**src/rtl/uart_frame_pkg.sv**
```systemverilog
// Shared types and constants for the UART command-frame parser.
package uart_frame_pkg;

  typedef enum logic [1:0] {
    ST_IDLE    = 2'd0,
    ST_LEN     = 2'd1,
    ST_PAYLOAD = 2'd2,
    ST_CSUM    = 2'd3
  } state_e;

  localparam logic [1:0] ERR_LEN     = 2'd1;
  localparam logic [1:0] ERR_CSUM    = 2'd2;
  localparam logic [1:0] ERR_TIMEOUT = 2'd3;

  localparam logic [7:0] HEADER_DEF = 8'h55;

  function automatic logic len_ok(input logic [7:0] len_byte, input int max_len);
    return (len_byte != 8'd0) && (int'(len_byte) <= max_len);
  endfunction

endpackage

```
**src/rtl/rx_frame_parse_module_if.sv**
```systemverilog
// Byte-stream input, payload read port and frame status of the frame parser.
interface rx_frame_parse_module_if #(
  parameter int ADDR_W = 4
);
  logic [7:0]        RX_Data;
  logic              RX_Done_Sig;
  logic              Frame_Ack;
  logic [ADDR_W-1:0] Rd_Addr;
  logic [7:0]        Rd_Data;
  logic              Frame_Valid;
  logic [7:0]        Frame_Len;
  logic              Err_Sig;
  logic [1:0]        Err_Code;
  logic              Busy;

  modport master (
    output RX_Data, RX_Done_Sig, Frame_Ack, Rd_Addr,
    input  Rd_Data, Frame_Valid, Frame_Len, Err_Sig, Err_Code, Busy
  );

  modport slave (
    input  RX_Data, RX_Done_Sig, Frame_Ack, Rd_Addr,
    output Rd_Data, Frame_Valid, Frame_Len, Err_Sig, Err_Code, Busy
  );
endinterface

```
**src/rtl/frame_buf_ram.sv**
```systemverilog
// Simple dual-port payload buffer: synchronous write, registered read.
// Only the read register is reset so the array still maps onto RAM primitives.
module frame_buf_ram #(
  parameter int ADDR_W = 4
) (
  input  logic              clk,
  input  logic              rst,
  input  logic              we,
  input  logic [ADDR_W-1:0] waddr,
  input  logic [7:0]        wdata,
  input  logic [ADDR_W-1:0] raddr,
  output logic [7:0]        rdata
);

  logic [7:0] mem [2**ADDR_W];

  always_ff @(posedge clk) begin
    if (we) mem[waddr] <= wdata;
  end

  always_ff @(posedge clk or posedge rst) begin
    if (rst) rdata <= 8'd0;
    else     rdata <= mem[raddr];
  end

endmodule

```
**src/rtl/rx_frame_parse_module.sv**
```systemverilog
// Assembles HEADER, LEN, payload, CSUM frames from the UART byte strobe into a
// payload buffer, flagging good frames or typed errors (bad len, csum, timeout).
module rx_frame_parse_module
  import uart_frame_pkg::*;
#(
  parameter logic [7:0] HEADER       = HEADER_DEF,
  parameter int         MAX_LEN      = 16,
  parameter int         ADDR_W       = 4,
  parameter int         TIMEOUT_CLKS = 100000
) (
  input logic                    CLOCK,
  input logic                    RST,
  rx_frame_parse_module_if.slave bus
);

  localparam int TW = $clog2(TIMEOUT_CLKS + 1);
  localparam logic [TW-1:0] TO_LAST = TW'(TIMEOUT_CLKS - 1);

  state_e        state_q, state_d;
  logic [7:0]    len_q, len_d;
  logic [7:0]    sum_q, sum_d;
  logic [7:0]    cnt_q, cnt_d;
  logic [TW-1:0] tmo_q, tmo_d;
  logic          valid_q, valid_d;
  logic [7:0]    flen_q, flen_d;
  logic          err_q, err_d;
  logic [1:0]    code_q, code_d;
  logic          we;
  logic [7:0]    rd_data;

  logic       rx_done;
  logic [7:0] rx_byte;

  assign rx_done = bus.RX_Done_Sig;
  assign rx_byte = bus.RX_Data;

  always_ff @(posedge CLOCK or posedge RST) begin
    if (RST) begin
      state_q <= ST_IDLE;
      len_q   <= 8'd0;
      sum_q   <= 8'd0;
      cnt_q   <= 8'd0;
      tmo_q   <= '0;
      valid_q <= 1'b0;
      flen_q  <= 8'd0;
      err_q   <= 1'b0;
      code_q  <= 2'd0;
    end else begin
      state_q <= state_d;
      len_q   <= len_d;
      sum_q   <= sum_d;
      cnt_q   <= cnt_d;
      tmo_q   <= tmo_d;
      valid_q <= valid_d;
      flen_q  <= flen_d;
      err_q   <= err_d;
      code_q  <= code_d;
    end
  end

  // A strobe on the timeout cycle takes the byte path, so the byte wins.
  always_comb begin
    state_d = state_q;
    len_d   = len_q;
    sum_d   = sum_q;
    cnt_d   = cnt_q;
    tmo_d   = '0;
    valid_d = valid_q;
    flen_d  = flen_q;
    err_d   = 1'b0;
    code_d  = code_q;
    we      = 1'b0;

    if (bus.Frame_Ack) valid_d = 1'b0;

    if (state_q == ST_IDLE) begin
      if (rx_done && rx_byte == HEADER) begin
        state_d = ST_LEN;
        valid_d = 1'b0;
      end
    end else if (!rx_done) begin
      if (tmo_q == TO_LAST) begin
        err_d   = 1'b1;
        code_d  = ERR_TIMEOUT;
        state_d = ST_IDLE;
      end else begin
        tmo_d = tmo_q + 1'b1;
      end
    end else begin
      case (state_q)
        ST_LEN: begin
          if (len_ok(rx_byte, MAX_LEN)) begin
            len_d   = rx_byte;
            sum_d   = rx_byte;
            cnt_d   = 8'd0;
            state_d = ST_PAYLOAD;
          end else begin
            err_d   = 1'b1;
            code_d  = ERR_LEN;
            state_d = ST_IDLE;
          end
        end
        ST_PAYLOAD: begin
          we    = 1'b1;
          sum_d = sum_q + rx_byte;
          cnt_d = cnt_q + 8'd1;
          if (cnt_q == len_q - 8'd1) state_d = ST_CSUM;
        end
        ST_CSUM: begin
          if (rx_byte == sum_q) begin
            valid_d = 1'b1;
            flen_d  = len_q;
          end else begin
            err_d  = 1'b1;
            code_d = ERR_CSUM;
          end
          state_d = ST_IDLE;
        end
        default: state_d = ST_IDLE;
      endcase
    end
  end

  frame_buf_ram #(
    .ADDR_W(ADDR_W)
  ) u_buf (
    .clk   (CLOCK),
    .rst   (RST),
    .we    (we),
    .waddr (cnt_q[ADDR_W-1:0]),
    .wdata (rx_byte),
    .raddr (bus.Rd_Addr),
    .rdata (rd_data)
  );

  assign bus.Rd_Data     = rd_data;
  assign bus.Frame_Valid = valid_q;
  assign bus.Frame_Len   = flen_q;
  assign bus.Err_Sig     = err_q;
  assign bus.Err_Code    = code_q;
  assign bus.Busy        = (state_q != ST_IDLE);

endmodule

```
**src/flat_wrapper.sv**
```systemverilog
// flat-port wrapper written by rule: the top's interface ports become plain ports
module rx_frame_parse_module_flat import uart_frame_pkg::*;
#(
  parameter logic [7:0] HEADER       = HEADER_DEF,
  parameter int         MAX_LEN      = 16,
  parameter int         ADDR_W       = 4,
  parameter int         TIMEOUT_CLKS = 100000
)
  (CLOCK, RST, bus_RX_Data, bus_RX_Done_Sig, bus_Frame_Ack, bus_Rd_Addr, bus_Rd_Data, bus_Frame_Valid, bus_Frame_Len, bus_Err_Sig, bus_Err_Code, bus_Busy);
  rx_frame_parse_module_if #(.ADDR_W(ADDR_W)) bus_i ();
  input logic CLOCK;
  input logic RST;
  input wire logic [$bits(bus_i.RX_Data)-1:0] bus_RX_Data;
  input wire logic [$bits(bus_i.RX_Done_Sig)-1:0] bus_RX_Done_Sig;
  input wire logic [$bits(bus_i.Frame_Ack)-1:0] bus_Frame_Ack;
  input wire logic [$bits(bus_i.Rd_Addr)-1:0] bus_Rd_Addr;
  output wire logic [$bits(bus_i.Rd_Data)-1:0] bus_Rd_Data;
  output wire logic [$bits(bus_i.Frame_Valid)-1:0] bus_Frame_Valid;
  output wire logic [$bits(bus_i.Frame_Len)-1:0] bus_Frame_Len;
  output wire logic [$bits(bus_i.Err_Sig)-1:0] bus_Err_Sig;
  output wire logic [$bits(bus_i.Err_Code)-1:0] bus_Err_Code;
  output wire logic [$bits(bus_i.Busy)-1:0] bus_Busy;
  assign bus_i.RX_Data = bus_RX_Data;
  assign bus_i.RX_Done_Sig = bus_RX_Done_Sig;
  assign bus_i.Frame_Ack = bus_Frame_Ack;
  assign bus_i.Rd_Addr = bus_Rd_Addr;
  assign bus_Rd_Data = bus_i.Rd_Data;
  assign bus_Frame_Valid = bus_i.Frame_Valid;
  assign bus_Frame_Len = bus_i.Frame_Len;
  assign bus_Err_Sig = bus_i.Err_Sig;
  assign bus_Err_Code = bus_i.Err_Code;
  assign bus_Busy = bus_i.Busy;
  rx_frame_parse_module #(.HEADER(HEADER), .MAX_LEN(MAX_LEN), .ADDR_W(ADDR_W), .TIMEOUT_CLKS(TIMEOUT_CLKS)) u_core (.CLOCK(CLOCK), .RST(RST), .bus(bus_i));
endmodule
```
**config.mk**
```make
export PLATFORM = sky130hd
export DESIGN_NAME = rx_frame_parse_module_flat
export DESIGN_NICKNAME = d
export VERILOG_FILES = /design/src/rtl/uart_frame_pkg.sv /design/src/rtl/rx_frame_parse_module_if.sv /design/src/rtl/frame_buf_ram.sv /design/src/rtl/rx_frame_parse_module.sv /design/src/flat_wrapper.sv
export SDC_FILE = /design/constraint.sdc
export NUM_CORES = 1
export LEC_CHECK = 0
export ABC_AREA = 1
export CORE_MARGIN = 10
export CORE_UTILIZATION = 60
export CTS_CLUSTER_SIZE = 40
export DETAILED_ROUTE_END_ITERATION = 6
export HOLD_SLACK_MARGIN = 0.06
export PLACE_DENSITY = 0.79
export SLEW_MARGIN = 20
export SYNTH_ARGS = -nofsm -noshare
export SYNTH_HDL_FRONTEND = slang
export SYNTH_SLANG_ARGS = --single-unit
```
**constraint.sdc**
```tcl
create_clock -name CLOCK -period 2.7 [get_ports CLOCK]
set_input_delay 0.81 -clock CLOCK [delete_from_list [all_inputs] [get_ports CLOCK]]
set_output_delay 0.81 -clock CLOCK [all_outputs]
set_load 0.01 [all_outputs]
```
==> results of run 1 <==
## per-layer routing
metal / GRT usage / part of all wire / wire (um) / up-vias
met5: 0 / 0 / 0 / -
met4: 0.0799 / 0.028 / 561 / 0
met3: 0.0568 / 0.075 / 1520 / 52
met2: 0.341 / 0.49 / 9850 / 289
met1: 0.258 / 0.41 / 8330 / 3079
li1: - / - / - / 2969
## worst max-delay path, stage by stage
cell and delay [ns]:
clkdlybuf4s50_1 0.52, buf_4 0.26, inv_1 0.11, nand3_1 0.08, a21oi_1 0.21, nand2_1 0.11, nand2_1 0.09, nand3_1 0.10
buf_4 0.22, a21oi_1 0.15, o21ai_0 0.13, nand2_1 0.07
## worst max path at each step
stage                                   from                                  end  slack (ns)  cells after the start
2_1_floorplan                            RST   u_core.bus.Err_Code[0]$_DFFE_PP0P_        0.32                      1
3_3_place_gp                  bus_RX_Data[0]  u_core.bus.Frame_Len[7]$_DFFE_PP0P_       -0.18                      9
3_5_place_dp                  bus_RX_Data[0]          u_core.sum_q[6]$_DFFE_PP0P_       -0.20                     12
4_1_cts        u_core.state_q[0]$_DFFE_PP0P_                             bus_Busy        0.03                      4
5_1_grt                       bus_RX_Data[0]          u_core.sum_q[7]$_DFFE_PP0P_        0.03                     12
6_report                      bus_RX_Data[0]          u_core.sum_q[7]$_DFFE_PP0P_        0.20                     12
## what timing repair did
item / 4_1_cts / 5_1_grt
buffers inserted: 0 / 0
gates resized for setup: 1 / 2
endpoints found under the setup margin: 1 / 2
## cells in the mapped netlist (11+ instances only)
master / instances / area share
nand2_1: 135 / 0.058
edfxtp_1: 128 / 0.44
inv_1: 92 / 0.040
nor2_1: 65 / 0.028
dfrtp_1: 63 / 0.18
o21ai_0: 62 / 0.035
a21oi_1: 43 / 0.025
nand3_1: 37 / 0.021
mux2i_1: 32 / 0.037
o211ai_1: 32 / 0.027
clkbuf_1: 17 / 0.0073
ha_1: 17 / 0.024
nand4_1: 12 / 0.0086
xor2_1: 11 / 0.011
## metrics by stage
stage / hold slack (ns) / setup TNS (ns) / cells
2_1_floorplan: 0.433 / 0 / 816
6_report: 0.495 / 0 / 1095
3_3_place_gp: 0.449 / -2.48 / 1063
4_1_cts: 0.497 / 0 / 1095
5_1_grt: 0.513 / 0 / 1095
3_5_place_dp: 0.476 / -2.51 / 1063
## report_power, final
part / internal, uW / switching (uW)
Sequential: 3310 / 149
Clock: 1290 / 1050
Combinational: 582 / 866
Total: 5180 / 2060
## cell families (layout without fill, tap and decap cells)
logic type               count (synthesis)  count (layout)
AO/OA/AOI/OAI                          155             155
XOR/XNOR                                14              14
adder cells (fa/ha/maj)                 18              18
buffers and inverters                  126             221
flip-flops                             191             191
multiplexers                            32              32
AND/OR/NAND/NOR                        280             280
## layout make-up
class / count / share of cell area
Clock buffer: 22 / 0.0444
Clock inverter: 10 / 0.00882
Inverter: 94 / 0.0345
Multi-Input combinational cell: 499 / 0.275
Sequential cell: 191 / 0.530
Tap cell: 184 / 0.0225
Timing Repair Buffer: 95 / 0.0847
## sequential cells by signal, summed over array words and instances, names as in the netlist
name	flops
u_core.bus.Err_Code	2
u_core.bus.Err_Sig	1
u_core.bus.Frame_Len	8
u_core.bus.Frame_Valid	1
u_core.cnt_q	8
u_core.len_q	8
u_core.state_q	2
u_core.sum_q	8
u_core.tmo_q	17
u_core.u_buf.mem	128
u_core.u_buf.rdata	8
==> results.md, run 1 <==
- Rel. slew slack: 0.613
- Post-synth EDFFs: around 130
- Antenna violations before repair: 0
- Worst EP arrival: 2.87 ns
- CTS max path bufs: 2
- Crit end category: flop
- Most common cell after layout, fill and taps aside: nand2_1
- Multi-input gate area: about 2800 um^2
- Starting density of the core: 0.606
- Clock skew: 0.00938 ns
- Area growth, synth to finish: 16.9%
- Pwr Total: between 7000 and 8000 uW
- Routed WL per cell: about 18 um
- Count of input and output buffers: 36
- Root buffer cell: clkbuf_16
- Number of setup violations in the final report: 0
- Placer Congestion: 0.870
- Simple-gate share of the synthesized area: 0.140
- Number of global-route vias before repair: around 6500
- Syn_nets: 850
- Hold buffer count at cts: 0
- Post-synth cell types: 42
- Hold crit path type: reg2reg
- Htree depth: 4
- Commonest non-fill, non-tap cells in the layout: 135 x nand2_1, 128 x edfxtp_1, 91 x inv_1
- Post-Syn Area per Cell: 10.7 um^2
- HP Start: u_core.tmo_q[0]$_DFF_PP0_
- Setup Crit Path Kind: in2reg
- Tcrit/Tclk final: 0.926
- WL final: 20.3 mm
- Hold Path Depth: 1
- Ys async rst share: 0.330
- Fin util: 0.708
- Post-synthesis sequential area ratio: 0.620
- Worst slack at placement: -0.196 ns
- Dpl hpwl: around 14 mm
- Gate Count Post-Synth: around 820
- Hold Crit Endpoint: u_core.tmo_q[0]$_DFF_PP0_
- Nets: about 930
- Post-Syn Area: slightly below 9000 um^2
- Yosys reg bits: between 150 and 200
- Boundary Pins: 37
- Worst EP required: roughly 3 ns
- Max Cap Viol: 0
- DR vias: 6389
- DP Area: 9670 um^2
- Largest family of logic cells by synthesized area: simple AND/OR/NAND/NOR gates
- Core box area: 14400 um^2
- Cell Rows: between 40 and 50
- Max VDD drop: around 480 uV
- Post-synthesis compound-gate area fraction: 0.104
- Synth Area in XOR/XNOR: 0.0140
- DIE WIDTH: roughly 140 um
- Top FF cell, synth: edfxtp_1
- Later-pin clock latency in the skew report: about 0.43 ns
- Synth warn: 0
- Fin crit period: between 2 and 3 ns
- Max Clk Rate: 400 MHz
- Sequential Area: about 5400 um^2
- Tightest Pin Transition: around 0.58 ns
- Inserted Clock Buffers: 17
- CTS tree: built
- Leak pwr: 0.00421 uW
- Clk sink count: about 190
- Tot GR Track Use: 0.208
- Fin. Hold Viols: 0
- Total congestion overflow: 0
- Reg2Reg Launch Point: u_core.state_q[0]$_DFFE_PP0P_
- Crit-path max FO: 21
- Max Slew Vio Count: 0
- Share of cells above drive strength 1: 0.119
- Via/cell ratio: between 5 and 6
- First-pass GRT wire length: around 33 mm
- Largest net degree at the start of global routing: 64
- Post-route ant nets: 0
- Initial DRC Count: approximately 720
- DR DRC count: 0
- Power Dens Cells: between 700 and 800 nW/um^2
- Crit path launch type: primary input
- Run status: complete, no violations
- Area share of fa/ha/maj cells after synthesis: 0.0266
- Final instance area: roughly 10000 um^2
- Worst setup margin: 0.199 ns
- Unrepaired setup endpoints after global routing: no
- Cell depth of the worst flop-to-flop path: 10
- FILL cells: between 1000 and 1500
- ANT cells: 0
- 1st-pass router iterations: 5
- RR Endpoint: u_core.state_q[0]$_DFFE_PP0P_
- DIE AREA: between 15000 and 20000 um^2
- Flop-to-flop setup slack: ~0.67 ns
- Die height: roughly 140 um
- Multiplexer area fraction after synthesis: 0.0366
- Clk slew on worst S/H paths: around 0.06 ns
Note: power is estimated with default switching activity, not from simulation.
==> run 2, diff against run 1 <==
- CORE_UTILIZATION: 60 -> 35
- DONT_BUFFER_PORTS: unset -> 1
- PLACE_DENSITY: 0.79 -> unset
==> run 2 against run 1 <==
Global-route usage shrank 8.2 points. Power decreased by 0.76%. Routed wire length down 5.1%. Sequential share of layout area grew 2.3 points. Critical path depth fell by 8. Sequential cell count is the same. Critical path type is now reg2out.
==> results.md, run 2 (synthesis gave the netlist of run 1 again) <==
- Via/cell ratio: approximately 5.0
- Largest register FFs: between 100 and 150
- Leak pwr: just under 0.004 uW
- Htree depth: 4
- Total congestion overflow: 0
- WL final: just under 20 mm
- Max Slew Vio Count: 0
- Number of global-route vias before repair: between 5000 and 6000
- Fin. Hold Viols: 0
- Post-CTS sizing: 0
- Most common cell after layout, fill and taps aside: nand2_1
- Worst setup margin: around 0.36 ns
- Fin Setup TNS: 0 ns
- Top flop regs: u_core.u_buf.mem x128, u_core.tmo_q x17
- Max Cap Viol: 0
- Later-pin clock latency in the skew report: between 0.4 and 0.5 ns
- Root buffer cell: clkbuf_16
- Power Dens Cells: ~730 nW/um^2
- Hold crit path type: in2async
- Max VDD drop: ~340 uV
- Placer Congestion: just over 0.8
- Worst EP required: ~1.9 ns
- Core box area: 24500 um^2
- DR DRC count: 0
- Crit path launch type: flop
- Nets: between 800 and 900
- Share of cells above drive strength 1: 0.0882
- Cell Rows: 57
- Pwr Total: 7190 uW
- Initial DRC Count: 360
- ANT cells: 0
- Boundary Pins: 37
- Tcrit/Tclk final: 0.865
- Clock skew: 0.0206 ns
- DIE WIDTH: between 150 and 200 um
- 1st-pass router iterations: 5
- CTS tree: built
- Die height: roughly 180 um
- DR vias: around 5800
- Worst slack at placement: slightly above 0.1 ns
- Commonest non-fill, non-tap cells in the layout: 135 x nand2_1, 128 x edfxtp_1, 91 x inv_1
- Antenna violations before repair: 1
- Routed WL per cell: ~17 um
- Clk sink count: around 190
- Tot GR Track Use: 0.126
- Largest net degree at the start of global routing: 97
- Setup Crit Path Kind: reg2out
- Number of setup violations in the final report: 0
- Clk slew on worst S/H paths: ~0.080 ns
- Crit-path max FO: 6
- First-pass GRT wire length: about 31 mm
- Cell depth of the worst flop-to-flop path: 7
- Hold buffer count at cts: 0
- Rel. slew slack: 0.484
- Inserted Clock Buffers: 17
- Unrepaired setup endpoints after global routing: no
- Run status: complete, no violations
- Worst EP arrival: approximately 1.5 ns
- Fin crit period: approximately 2.3 ns
- Tightest Pin Transition: just under 0.8 ns
- CTS max path bufs: 2
- Max Clk Rate: around 430 MHz
- Post-route ant nets: 0
- Biggest register: u_core.u_buf.mem
- DIE AREA: about 32000 um^2
- Reg2Reg Launch Point: u_core.sum_q[1]$_DFFE_PP0P_
- Area growth, synth to finish: 12.1%
- Starting density of the core: 0.357
- Count of input and output buffers: 0
- Dpl hpwl: 12.5 mm
- RR Endpoint: u_core.bus.Frame_Len[4]$_DFFE_PP0P_
- Flop-to-flop setup slack: around 0.50 ns
- Post-CTS Setup Bufs: 0
- Crit end category: primary output
run 2: how the worst max path moves through the flow:
stage	startpoint	endpoint	slack, ns	cells past startpoint
global placement	bus_RX_Data[1]	u_core.bus.Frame_Len[1]$_DFFE_PP0P_	0.12	7
global route	u_core.state_q[0]$_DFFE_PP0P_	bus_Busy	0.29	4
floorplan	RST	u_core.bus.Err_Code[0]$_DFFE_PP0P_	0.32	1
finish	u_core.state_q[0]$_DFFE_PP0P_	bus_Busy	0.36	4
CTS	u_core.state_q[0]$_DFFE_PP0P_	bus_Busy	0.35	4
detailed placement	bus_RX_Data[1]	u_core.bus.Frame_Len[5]$_DFFE_PP0P_	0.10	7
run 2: per-stage QoR:
stage / hold slack, ns / area, um^2 / cells / utilization
detailed placement: 0.458 / 9170 / 1131 / 0.375
global route: 0.314 / 9800 / 1163 / 0.400
finish: 0.308 / 9800 / 1163 / 0.400
global placement: 0.451 / 9170 / 1131 / 0.375
CTS: 0.330 / 9800 / 1163 / 0.400
floorplan: 0.433 / 8740 / 816 / -
run 2: layout make-up:
class | count | area, um^2
Tap cell | 324 | 405
Sequential cell | 191 | 5420
Multi-Input combinational cell | 499 | 2800
Clock inverter | 15 | 205
Fill cell | 2354 | 14700
Clock buffer | 17 | 425
Inverter | 94 | 353
Timing Repair Buffer | 23 | 185
run 2: worst max-delay path, stage by stage (launching register included):
cell and delay (ns):
dfrtp_1 0.42, inv_1 0.10, ha_1 0.24, clkinv_1 0.13, buf_4 0.19
run 2: metal layers:
layer / wire length, um / global-route usage
met1: 9250 / 0.170
met2: 8780 / 0.194
met3: 1040 / 0.0342
met4: 148 / 0.0365
met5: 0 / 0
run 2: report_power, final:
| part | switching (uW) | total, uW | internal (uW) |
|---|---|---|---|
| logic | 658 | 1050 | 394 |
| clock network | 1280 | 2660 | 1380 |
| registers | 167 | 3470 | 3310 |
